## config.mk

```make
export PLATFORM = sky130hd
export DESIGN_NAME = fetch_pc_unit
export DESIGN_NICKNAME = d
export VERILOG_FILES = /design/src/rtl/fetch_pc_unit.sv
export SDC_FILE = /design/constraint.sdc
export NUM_CORES = 1
export LEC_CHECK = 0
export BUFFER_PORTS_ARGS = -buffer_cell sky130_fd_sc_hd__buf_2
export CAP_MARGIN = 20
export CORE_MARGIN = 4
export CORE_UTILIZATION = 51
export CTS_BUF_LIST = sky130_fd_sc_hd__clkbuf_4 sky130_fd_sc_hd__clkbuf_8 sky130_fd_sc_hd__clkbuf_16
export CTS_CLUSTER_SIZE = 16
export DETAILED_ROUTE_END_ITERATION = 10
export MAX_ROUTING_LAYER = met4
export PLACE_DENSITY = 0.86
export SLEW_MARGIN = 20
export SYNTH_ARGS = -nofsm -noshare
export SYNTH_HDL_FRONTEND = slang
export SYNTH_SLANG_ARGS = --single-unit
```

## constraint.sdc

```tcl
create_clock -name clk -period 6.78 [get_ports clk]
set_input_delay 0.678 -clock clk [delete_from_list [all_inputs] [get_ports clk]]
set_output_delay 0.678 -clock clk [all_outputs]
set_load 0.05 [all_outputs]
```

## src/rtl/fetch_pc_unit.sv

```systemverilog
// -----------------------------------------------------------------------------
// fetch_pc_unit
//
// Program-counter and fetch-control stage for the single-cycle processor.
// Holds the architectural PC, presents it as the instruction-memory address,
// forwards the combinationally returned instruction with a valid qualifier and
// selects the next PC (sequential, redirect, stall). Illegal fetch targets
// (misaligned or beyond the end of instruction memory) freeze the stage in a
// sticky trap state that only reset clears. A free-running counter of
// consumed instructions is kept for debug.
//
// Parameters:
//   RESET_PC    PC loaded on reset (word-aligned, inside memory)
//   IMEM_WORDS  instruction memory depth in 32-bit words
//
// Ports:
//   clk         clock, all state updates on rising edge
//   rst_n       synchronous active-low reset
//   stall       hold PC, current instruction not consumed
//   br_taken    redirect request (wins over stall)
//   br_target   redirect byte address
//   imem_addr   byte address to instruction memory (= pc)
//   imem_inst   instruction returned by memory (combinational)
//   pc          current PC
//   pc_four     pc + 4 (link value)
//   inst        instruction for decode, nop when inst_valid = 0
//   inst_valid  inst is a real fetched instruction
//   trap        sticky fetch exception
//   trap_cause  00 none, 01 misaligned target, 10 out-of-range
//   trap_pc     offending target address
//   fetch_cnt   number of consumed instructions (wraps)
// -----------------------------------------------------------------------------
module fetch_pc_unit #(
    parameter logic [31:0] RESET_PC   = 32'h0000_0000,
    parameter int unsigned IMEM_WORDS = 2048
) (
    input  logic        clk,
    input  logic        rst_n,
    input  logic        stall,
    input  logic        br_taken,
    input  logic [31:0] br_target,
    output logic [31:0] imem_addr,
    input  logic [31:0] imem_inst,
    output logic [31:0] pc,
    output logic [31:0] pc_four,
    output logic [31:0] inst,
    output logic        inst_valid,
    output logic        trap,
    output logic [1:0]  trap_cause,
    output logic [31:0] trap_pc,
    output logic [31:0] fetch_cnt
);

    localparam logic [31:0] IMEM_BYTES = 32'(IMEM_WORDS * 4);
    localparam logic [31:0] LAST_PC    = IMEM_BYTES - 32'd4;
    localparam logic [31:0] NOP_INST   = 32'h0000_0013;

    localparam logic [1:0] CAUSE_NONE      = 2'b00;
    localparam logic [1:0] CAUSE_MISALIGN  = 2'b01;
    localparam logic [1:0] CAUSE_RANGE     = 2'b10;

    typedef enum logic [1:0] {
        ST_BOOT = 2'd0,
        ST_RUN  = 2'd1,
        ST_TRAP = 2'd2
    } state_e;

    state_e      state_q, state_d;
    logic [31:0] pc_q, pc_d;
    logic [1:0]  cause_q, cause_d;
    logic [31:0] trap_pc_q, trap_pc_d;
    logic [31:0] cnt_q, cnt_d;
    logic [31:0] pc_plus4;

    assign pc_plus4 = pc_q + 32'd4;

    // -------------------------------------------------------------------------
    // Next-state / next-PC selection
    // -------------------------------------------------------------------------
    always_comb begin
        state_d   = state_q;
        pc_d      = pc_q;
        cause_d   = cause_q;
        trap_pc_d = trap_pc_q;
        cnt_d     = cnt_q;

        unique case (state_q)
            ST_BOOT: begin
                // Single bubble cycle; redirects arriving now are dropped.
                state_d = ST_RUN;
            end

            ST_RUN: begin
                if (br_taken) begin
                    if (br_target[1:0] != 2'b00) begin
                        state_d   = ST_TRAP;
                        cause_d   = CAUSE_MISALIGN;
                        trap_pc_d = br_target;
                    end else if (br_target >= IMEM_BYTES) begin
                        state_d   = ST_TRAP;
                        cause_d   = CAUSE_RANGE;
                        trap_pc_d = br_target;
                    end else begin
                        // Legal redirect consumes the current instruction
                        // even when stall is also asserted.
                        pc_d  = br_target;
                        cnt_d = cnt_q + 32'd1;
                    end
                end else if (stall) begin
                    pc_d = pc_q;
                end else if (pc_q == LAST_PC) begin
                    // Last word was consumed; falling off the end traps with
                    // the address that would have been fetched next.
                    state_d   = ST_TRAP;
                    cause_d   = CAUSE_RANGE;
                    trap_pc_d = pc_plus4;
                    cnt_d     = cnt_q + 32'd1;
                end else begin
                    pc_d  = pc_plus4;
                    cnt_d = cnt_q + 32'd1;
                end
            end

            ST_TRAP: begin
                // Frozen until reset.
                state_d = ST_TRAP;
            end

            default: begin
                state_d = ST_BOOT;
            end
        endcase
    end

    // -------------------------------------------------------------------------
    // State registers
    // -------------------------------------------------------------------------
    always_ff @(posedge clk) begin
        if (!rst_n) begin
            state_q   <= ST_BOOT;
            pc_q      <= RESET_PC;
            cause_q   <= CAUSE_NONE;
            trap_pc_q <= 32'h0000_0000;
            cnt_q     <= 32'h0000_0000;
        end else begin
            state_q   <= state_d;
            pc_q      <= pc_d;
            cause_q   <= cause_d;
            trap_pc_q <= trap_pc_d;
            cnt_q     <= cnt_d;
        end
    end

    // -------------------------------------------------------------------------
    // Outputs
    // -------------------------------------------------------------------------
    assign imem_addr  = pc_q;
    assign pc         = pc_q;
    assign pc_four    = pc_plus4;
    assign inst_valid = (state_q == ST_RUN);
    assign inst       = inst_valid ? imem_inst : NOP_INST;
    assign trap       = (state_q == ST_TRAP);
    assign trap_cause = cause_q;
    assign trap_pc    = trap_pc_q;
    assign fetch_cnt  = cnt_q;

endmodule

```

==> results.md <==
- Status: complete, no violations
- Post-CTS Hold Fix Bufs: 0
- Commonest cells in the netlist: dfxtp_1, nand2_1, nor2_1
- CTS Buffer Depth: 2
- Number of synthesized register bits: 100
- Initial DRC Count: 455
- Main synth FF type: dfxtp_1
- Routed vias: 5783
- Clock power frac: 23.3%
- Yosys cell types: 54
- Slew of the pin with the lowest slew margin: 1.02 ns
- Layout cells sized above 1: 35.2%
- Combinational power share: 43.1%
- Vias/cell: 5.62
- Final period util: 57.6%
- Final wirelength: 17.9 mm
- Switching Share: 46.6%
- Internal: 0.00108 W
- Syn Nets: 758
- Peak Freq: 256 MHz
- Synth top area share: 36.5%
- RSZ-0062 raised after global routing: false
- Origin of the critical flop-to-flop path: state_q[1]
- Grt ovf: 0
- Post-Syn Area per Cell: 8.01 um2
- Post-DP HPWL: 13.7 mm
- # H-tree levels: 3
- Worst R2R Setup Slack: 2.88 ns
- CTS sink cnt: 100
- Finish-stage setup viols: 0
- Hold slack: 0.455 ns
- Period minus WS final: 3.90 ns
- Post-route ant nets: 0
- CP Launch Point: state_q[1]
- Crit path arrival time: 4.18 ns
- Worst-path cell chain: inv_1 > ha_1 > nand4_1 > o21bai_1 > and2_1 > nand2_1 > o31ai_1
- VDD IR max: 0.144 mV
- Area grow syn2layout: 24.2%
- Largest net degree at the start of global routing: 44
- Path depth of the worst reg2reg path: 7
- CTS tree: yes
- Vias in the first global route: 5342
- Post-synthesis cell count: 685
- I/O Buffers: 263
- Leak Pwr: 3.10 nW
- Die H: 112 um
- Post-Syn Area: 0.00549 mm2
- Post-CTS Setup Inserts: 0
- Total CTS buffers: 9
- Largest stage delay, worst path: 0.86 ns
- Final core utilization: 65.5%
- PD cells: 297 mW/mm2
- Most common cell in the netlist: dfxtp_1
- Crit start category: flop
- Register share of total power: 33.6%
- Chip width: 112 um
- CP endpoint kind: flop
- Layout Skew: 0.0134 ns
- Async SR Flop Fraction: 0%
- Synth top area cells: dfxtp_1, nand2_1, xnor2_1, buf_4, nand3_1
- 1st-pass router iterations: 5
- DR DRC count: 0
- Largest fanout on the critical path: 38
- Crit-path slowest cell: o21bai_1
- Hold Crit Start: trap_pc[9]
- Post-route setup TNS: 0 ns
- GR Util All Layers: 28.3%
- Die area: 0.0125 mm2
- Wire per inst: 17.4 um
- CP Class: reg -> reg
- Post-synthesis sequential area ratio: 36.5%
- Placeable Area: 0.0104 mm2
- Antenna violations before repair: 0
- # rows: 37
- First-pass GRT wire length: 28.2 mm
- Final Max Tran Viols: 0
- Diodes inserted: 0
- Hold crit path type: reg -> reg
- Syn. warnings: 0
- Clk slew on worst S/H paths: 0.10 ns
- Max Cap Violations: 0
- Post-synth EDFFs: 0
- Final hold vios: 0
- Initial core utilization: 52.7%
- Setup crit end: imem_addr[31]
- Ports: 264
- Sw power: 0.000944 W
- Root Driver: clkbuf_8
- Nets: 961
- Worst Path Required: 7.06 ns
- Clock latency on the worst-skew pair: 0.36 ns
- Relative slew margins: 32.1%
- Post-CTS Resized: 0
- Placer Congestion: 0.922
- Worst r2r dst: imem_addr[31]
- Area leader, netlist: dfxtp_1
## layout by cell type, fill, tap and decap left out, types with 4 or more instances in the layout
cell type,synthesis,final
and2_1,31,31
mux2i_1,12,12
o211ai_1,4,4
a21oi_1,38,38
nand4_1,21,21
or2_2,4,4
inv_1,10,10
nand3_1,43,43
mux2_2,11,11
or3_1,7,7
ha_1,5,5
nand2b_1,8,8
clkbuf_8,0,10
buf_2,13,263
dfxtp_1,100,100
nor4_1,20,20
xor2_1,18,18
nor4_2,4,4
nor3_1,17,17
xnor2_1,31,31
nor2_1,46,46
nand2_1,97,97
o21ai_1,6,6
o21a_1,7,6
o21ai_0,25,25
and3_1,6,6
o31ai_1,7,7
## sequential cells by signal (all words and copies together) (netlist names)
register,count
trap_pc,32
state_q,2
trap_cause,2
imem_addr,32
fetch_cnt,32
## through the flow
step           cells  total power (W)  instance area, um2  setup slack, ns
6_report        1029          0.00202                6820             2.88
5_1_grt         1029          0.00211                6820             2.36
4_1_cts         1029          0.00203                6820             2.93
3_5_place_dp    1013          0.00156                6560             2.77
3_3_place_gp    1013          0.00155                6560             2.83
2_1_floorplan    685          0.00139                5490             3.33
## how the worst min path moves through the flow
stage | to | slack, ns | cells after the start
final | trap_pc[9] | 0.46 | 2
after CTS | trap_pc[6] | 0.46 | 2
after floorplan | state_q[1] | 0.49 | 2
after global placement | trap_pc[5] | 0.44 | 2
after detailed placement | trap_pc[6] | 0.44 | 2
after global routing | trap_pc[6] | 0.47 | 2
## per-layer routing
metal  track usage (%)  routed length, um
met5                 -                  0
met4              10.4                387
met2              44.4               8460
met3              6.68               1770
met1              35.6               7330
## critical path: cells and delay by family, from the launching register on
family,cells,cell delay (ns)
and+or+nand+nor,3,1.43
AOI/OAI and AO/OA,2,1.17
adders and majority gates,1,0.79
DFF,1,0.32
buffers and inverters,1,0.09
## logic make-up after synthesis
group           Yosys count  synth area share, %
compound gates          102                 11.5
fa+ha+maj                 5                 1.14
simple gates            322                 30.1
mux                      23                 4.45
buf+inv                  84                 8.57
xor+xnor                 49                 7.82
flops                   100                 36.5
## cell type report
class	count	area [um2]
Multi-Input combinational cell	501	3020
Sequential cell	100	2000
Fill cell	906	3600
Clock buffer	10	138
Timing Repair Buffer	265	1330
Inverter	11	41.3
Clock inverter	6	118
Tap cell	136	170
## power groups by stage
stage          registers, W  logic [W]  clock network (W)
2_1_floorplan      0.000815   0.000570                  0
3_3_place_gp       0.000691   0.000864                  0
3_5_place_dp       0.000692   0.000870                  0
4_1_cts            0.000679   0.000872           0.000479
5_1_grt            0.000686   0.000921           0.000500
6_report           0.000680   0.000874           0.000471
Power figures use the tool's default switching activity.
